`src/rtl/desc_fifo_pkg.sv`:
```
// desc_fifo_pkg: shared widths and pointer-compare helpers for the descriptor queue
package desc_fifo_pkg;
  localparam int DESC_W = 11;
  localparam int DESC_AW = 2;
  localparam string STATS_MACRO = "DESC_FIFO_STATS_EN";
  function automatic logic ptr_empty(input logic [15:0] a, input logic [15:0] b);
    return a == b;
  endfunction
  function automatic logic ptr_full(input logic [15:0] a, input logic [15:0] b, input int unsigned aw);
    return (a ^ b) == (16'd1 << aw);
  endfunction
endpackage

```
`src/rtl/desc_ram_2p.sv`:
```
// desc_ram_2p: dual-port distributed RAM, registered write, asynchronous read
module desc_ram_2p
  import desc_fifo_pkg::*;
#(
  parameter int D_WIDTH = DESC_W,
  parameter int A_WIDTH = DESC_AW
) (
  input  logic               clk,
  input  logic               we,
  input  logic [A_WIDTH-1:0] waddr,
  input  logic [D_WIDTH-1:0] wdata,
  input  logic [A_WIDTH-1:0] raddr,
  output logic [D_WIDTH-1:0] rdata
);
  logic [D_WIDTH-1:0] mem [2**A_WIDTH];
  always_ff @(posedge clk)
    if (we) mem[waddr] <= wdata;
  assign rdata = mem[raddr];
endmodule

```
`src/rtl/desc_fifo_reader.sv`:
```
// desc_fifo_reader: descriptor queue with registered valid/ready output stage; DESC_FIFO_STATS_EN adds drop_cnt/level
module desc_fifo_reader
  import desc_fifo_pkg::*;
#(
  parameter int D_WIDTH = DESC_W,
  parameter int A_WIDTH = DESC_AW
) (
  input  logic               clk,
  input  logic               rst_n,
  input  logic               wr_en,
  input  logic [D_WIDTH-1:0] wr_data,
  output logic               wr_full,
  output logic               wr_ovf,
  output logic               rd_valid,
  input  logic               rd_ready,
  output logic [D_WIDTH-1:0] rd_data,
  output logic               rd_empty
`ifdef DESC_FIFO_STATS_EN
  ,
  output logic [15:0]        drop_cnt,
  output logic [A_WIDTH+1:0] level
`endif
);
  logic [A_WIDTH:0] wr_ptr, rd_ptr, wr_ptr_nxt, rd_ptr_nxt;
  logic [D_WIDTH-1:0] ram_q;
  logic ram_empty, wr_acc, load;
  assign ram_empty = ptr_empty(16'(wr_ptr), 16'(rd_ptr));
  assign wr_acc = wr_en & ~wr_full;
  // load decision uses pre-edge ram_empty: no write-to-read bypass
  assign load = ~ram_empty & (~rd_valid | rd_ready);
  assign wr_ptr_nxt = wr_ptr + {{A_WIDTH{1'b0}}, wr_acc};
  assign rd_ptr_nxt = rd_ptr + {{A_WIDTH{1'b0}}, load};
  assign rd_empty = ram_empty & ~rd_valid;
  desc_ram_2p #(.D_WIDTH(D_WIDTH), .A_WIDTH(A_WIDTH)) u_ram (
    .clk  (clk),
    .we   (wr_acc),
    .waddr(wr_ptr[A_WIDTH-1:0]),
    .wdata(wr_data),
    .raddr(rd_ptr[A_WIDTH-1:0]),
    .rdata(ram_q)
  );
  always_ff @(posedge clk or negedge rst_n)
    if (!rst_n) begin
      wr_ptr   <= '0;
      rd_ptr   <= '0;
      wr_full  <= 1'b0;
      wr_ovf   <= 1'b0;
      rd_valid <= 1'b0;
      rd_data  <= '0;
    end else begin
      wr_ptr   <= wr_ptr_nxt;
      rd_ptr   <= rd_ptr_nxt;
      wr_full  <= ptr_full(16'(wr_ptr_nxt), 16'(rd_ptr_nxt), A_WIDTH);
      wr_ovf   <= wr_en & wr_full;
      rd_valid <= load ? 1'b1 : (rd_ready & ram_empty) ? 1'b0 : rd_valid;
      rd_data  <= load ? ram_q : rd_data;
    end
`ifdef DESC_FIFO_STATS_EN
  always_ff @(posedge clk or negedge rst_n)
    if (!rst_n) drop_cnt <= '0;
    else if (wr_en & wr_full & (drop_cnt != 16'hFFFF)) drop_cnt <= drop_cnt + 16'd1;
  assign level = {1'b0, wr_ptr - rd_ptr} + {{(A_WIDTH+1){1'b0}}, rd_valid};
`endif
endmodule

```
`config.mk`:
```
export PLATFORM = sky130hd
export DESIGN_NAME = desc_fifo_reader
export DESIGN_NICKNAME = d
export VERILOG_FILES = /design/src/rtl/desc_fifo_pkg.sv /design/src/rtl/desc_ram_2p.sv /design/src/rtl/desc_fifo_reader.sv
export SDC_FILE = /design/constraint.sdc
export NUM_CORES = 1
export LEC_CHECK = 0
export CAP_MARGIN = 20
export CELL_PAD_IN_SITES_DETAIL_PLACEMENT = 0
export CELL_PAD_IN_SITES_GLOBAL_PLACEMENT = 1
export CORE_MARGIN = 3
export CORE_UTILIZATION = 37
export DETAILED_ROUTE_END_ITERATION = 7
export GPL_TIMING_DRIVEN = 1
export PLACE_DENSITY = 0.61
export SYNTH_ARGS = -nofsm -noshare
export SYNTH_HDL_FRONTEND = slang
export SYNTH_SLANG_ARGS = --single-unit
export TNS_END_PERCENT = 5
```
`constraint.sdc`:
```
create_clock -name clk -period 4.8 [get_ports clk]
set_clock_uncertainty 0.1 [all_clocks]
set_input_delay 1.2 -clock clk [delete_from_list [all_inputs] [get_ports clk]]
set_output_delay 1.2 -clock clk [all_outputs]
set_load 0.01 [all_outputs]
```
==> impl_results.md <==
- Status: completed
- Mapped Nets: 135
- Period minus WS final: 3450 ps
- Comb pwr share: 33.5%
- Critical setup path kind: flop to output port
- DRC errors left: 0
- Clock buffer count from CTS: 9
- Peak VDD IR: ~0.22 mV
- Filler cells: 515
- PD cells: a little under 700 mW/mm²
- Top cell type's share of synthesized area: around 53%
- Yosys warning count: 0
- Switching share of power: approximately 28%
- First-pass GRT wire length: roughly 6700 µm
- Via count: 1,140
- Hold buffers post-CTS: 0
- Post-route cell area: 0.00309 mm²
- Achievable clock frequency: between 200 and 300 MHz
- Antenna violations before repair: 0
- Worst EP required: roughly 3500 ps
- Worst setup EP type: output port
- Synthesized flop and latch total: 64
- RSZ-0062 raised after global routing: no
- Crit-path slowest cell: dfrtp_1
- Chip width: 87.9 µm
- WL per Instance: ~17 µm
- Main area contributors after synthesis: edfxtp_1 53%, dfrtp_1 20%, mux4_2 9.1%
- Pint: 1.52 mW
- Startpoint Class: flop
- Syn_area_per_cell: between 20 and 25 µm²
- Antenna Violating Nets Remaining: 0
- HP Class: flop to flop
- Endpoints failing setup: 0
- Fin crit share: 71.9%
- Cell Area, Synth: 0.00248 mm²
- Pleak: between 1 and 1.5 nW
- Gr usage total: between 10 and 15%
- Cell taking the most area after synthesis: edfxtp_1
- Number of I/O pins: 30
- EDFF count, synth: 44
- Initial Util: 38.6%
- Final hold viol count: 0
- Final TNS setup: 0 ps
- Clock Power Share: between 20% and 30%
- Area grow syn2layout: 24.6%
- Max clock buf depth: 2
- Sequential power share: between 40% and 50%
- Die area: between 0.007 and 0.008 mm²
- CTS sink count: 64
- Grt total ovfl: 0
- Diode count: 0
- Ys flop type: edfxtp_1
- Sequential cell area: 0.00182 mm²
- Die H: 87.9 µm
- Root Buffer: clkbuf_8
- Placed Area: 0.00285 mm²
- DRT iter0 DRCs: slightly below 100
- Number of port buffers: 29
- Final Routed Wirelength: 4110 µm
- Worst skew pair latency: 340 ps
- Vias in the first global route: 1,212
- Yosys cell types: 21
- Cell row count: 29
- Crit-path max cell delay: 620 ps
- Layout cells sized above 1: roughly a quarter
- Delay-heaviest family, CP: flip-flops
- Ys async rst share: 31.3%
- CP arrival: 2150 ps
- Cell count after synthesis: 116
- Area of the multi-input gates: 631 µm²
- CTS tree: yes
- MaxCap Viol Count: 0
- Crit path cell chain: xnor2_1 -> nand3_1 -> nor2_1 -> clkdlybuf4s50_1
- Switch Pwr: 0.588 mW
- Nets: 174
- DR pass1 iterations: 4
- Post_cts resized: 0
- Buf+Inv Stages, Crit Path: 1
- Core Region: 0.00642 mm²
- Slew Viols, Final: 0
- Sequential area share after synthesis: around three quarters
- Clock-pin slew of the registers on the worst-case setup and hold paths: about 70 ps
- CP Max Fanout: 13
- Dpl hpwl: roughly 2600 µm
- Largest net degree at the start of global routing: 21
- Slew headroom: 32.4%
- RePlAce Congestion: 0.643
- Slew of the pin with the lowest slew margin: 1010 ps
- Postcts setup bufs: 0
- Top-count cell post-synth: edfxtp_1
- Post-synth top cells: 44 x edfxtp_1, 20 x dfrtp_1, 10 x mux2_4, 10 x mux4_2, 5 x xnor2_1
- H-tree lvl count: 3
- Post-DR vias/cell: ~4.8
==> layout make-up <==
type / instances / area share (%)
Clock buffer: 10 / 4.13
Timing Repair Buffer: 31 / 9.88
Tap cell: 77 / 3.12
Multi-Input combinational cell: 49 / 20.4
Clock inverter: 6 / 3.48
Sequential cell: 64 / 59.0
==> stage by stage <==
step / utilization [%] / worst slack [ps] / instances / power, mW / hold WS (ps)
floorplan: - / 1970 / 116 / 1.36 / 394
global placement: 44.4 / 1480 / 221 / 1.58 / 393
detailed placement: 44.4 / 1410 / 221 / 1.59 / 405
CTS: 48.1 / 1310 / 237 / 2.15 / 421
global route: 48.1 / 1150 / 237 / 2.24 / 431
finish: 48.1 / 1350 / 237 / 2.11 / 414
==> worst reg2reg max path: cells and delay by family, from the launching register on <==
kind | cells | cell delay, ps
flip-flops | 1 | 760
AO/OA/AOI/OAI | 1 | 580
adder cells (fa/ha/maj) | 2 | 510
XOR/XNOR | 2 | 390
AND/OR/NAND/NOR | 2 | 260
==> power by group through the flow <==
| stage | combinational [mW] | clock (mW) | sequential, mW |
|---|---|---|---|
| 6_report | 0.707 | 0.551 | 0.852 |
| 5_1_grt | 0.775 | 0.592 | 0.872 |
| 4_1_cts | 0.727 | 0.566 | 0.856 |
| 3_5_place_dp | 0.727 | 0 | 0.864 |
| 3_3_place_gp | 0.717 | 0 | 0.862 |
| 2_1_floorplan | 0.508 | 0 | 0.856 |
==> metal layers <==
layer	routed length (µm)	GRT usage [%]
met1	1830	15.4
met2	1980	18.9
met3	196	5.46
met4	109	5.86
met5	0	0
==> flip-flops by register name, indices dropped and copies added, names as in the netlist <==
name,cells
u_ram.mem,44
rd_valid,1
wr_ptr,3
wr_ovf,1
rd_ptr,3
rd_data,11
wr_full,1
==> logic make-up (layout without fill, tap and decap cells) <==
family	after synthesis	after routing	share of synthesized area, %
AO/OA/AOI/OAI	1	1	0.858
XOR/XNOR	7	7	2.47
adder cells (fa/ha/maj)	4	4	2.02
buffers and inverters	3	47	1.11
flip-flops	64	64	73.5
multiplexers	22	22	16.7
AND/OR/NAND/NOR	15	15	3.43
==> final timing paths <==
check	start	endpoint	slack (ps)	cells past startpoint
setup / recovery	rd_ptr[1]$_DFF_PN0_	rd_empty	1350	4
hold / removal	rd_data[7]$_DFFE_PN0P_	rd_data[7]$_DFFE_PN0P_	410	1
setup reg to reg	rd_ptr[1]$_DFF_PN0_	wr_full$_DFF_PN0_	2110	7
hold reg to reg	rd_data[7]$_DFFE_PN0P_	rd_data[7]$_DFFE_PN0P_	410	1
max in group asynchronous	rst_n	rd_data[8]$_DFFE_PN0P_	2740	1
min in group asynchronous	rst_n	rd_data[7]$_DFFE_PN0P_	1280	1
==> layout by cell type, fill, tap and decap left out, types with 2 or more instances in the layout <==
| cell type | instances |
|---|---|
| edfxtp_1 | 44 |
| clkdlybuf4s50_1 | 29 |
| dfrtp_1 | 20 |
| mux4_2 | 10 |
| mux2_4 | 10 |
| clkbuf_8 | 9 |
| xnor2_1 | 5 |
| ha_1 | 4 |
| nand2_1 | 3 |
| nor2_1 | 3 |
| bufinv_16 | 3 |
| nor2b_1 | 2 |
| xor2_1 | 2 |
| nor3b_1 | 2 |
| buf_4 | 2 |
No activity file was read; power rests on OpenSTA's default activity.
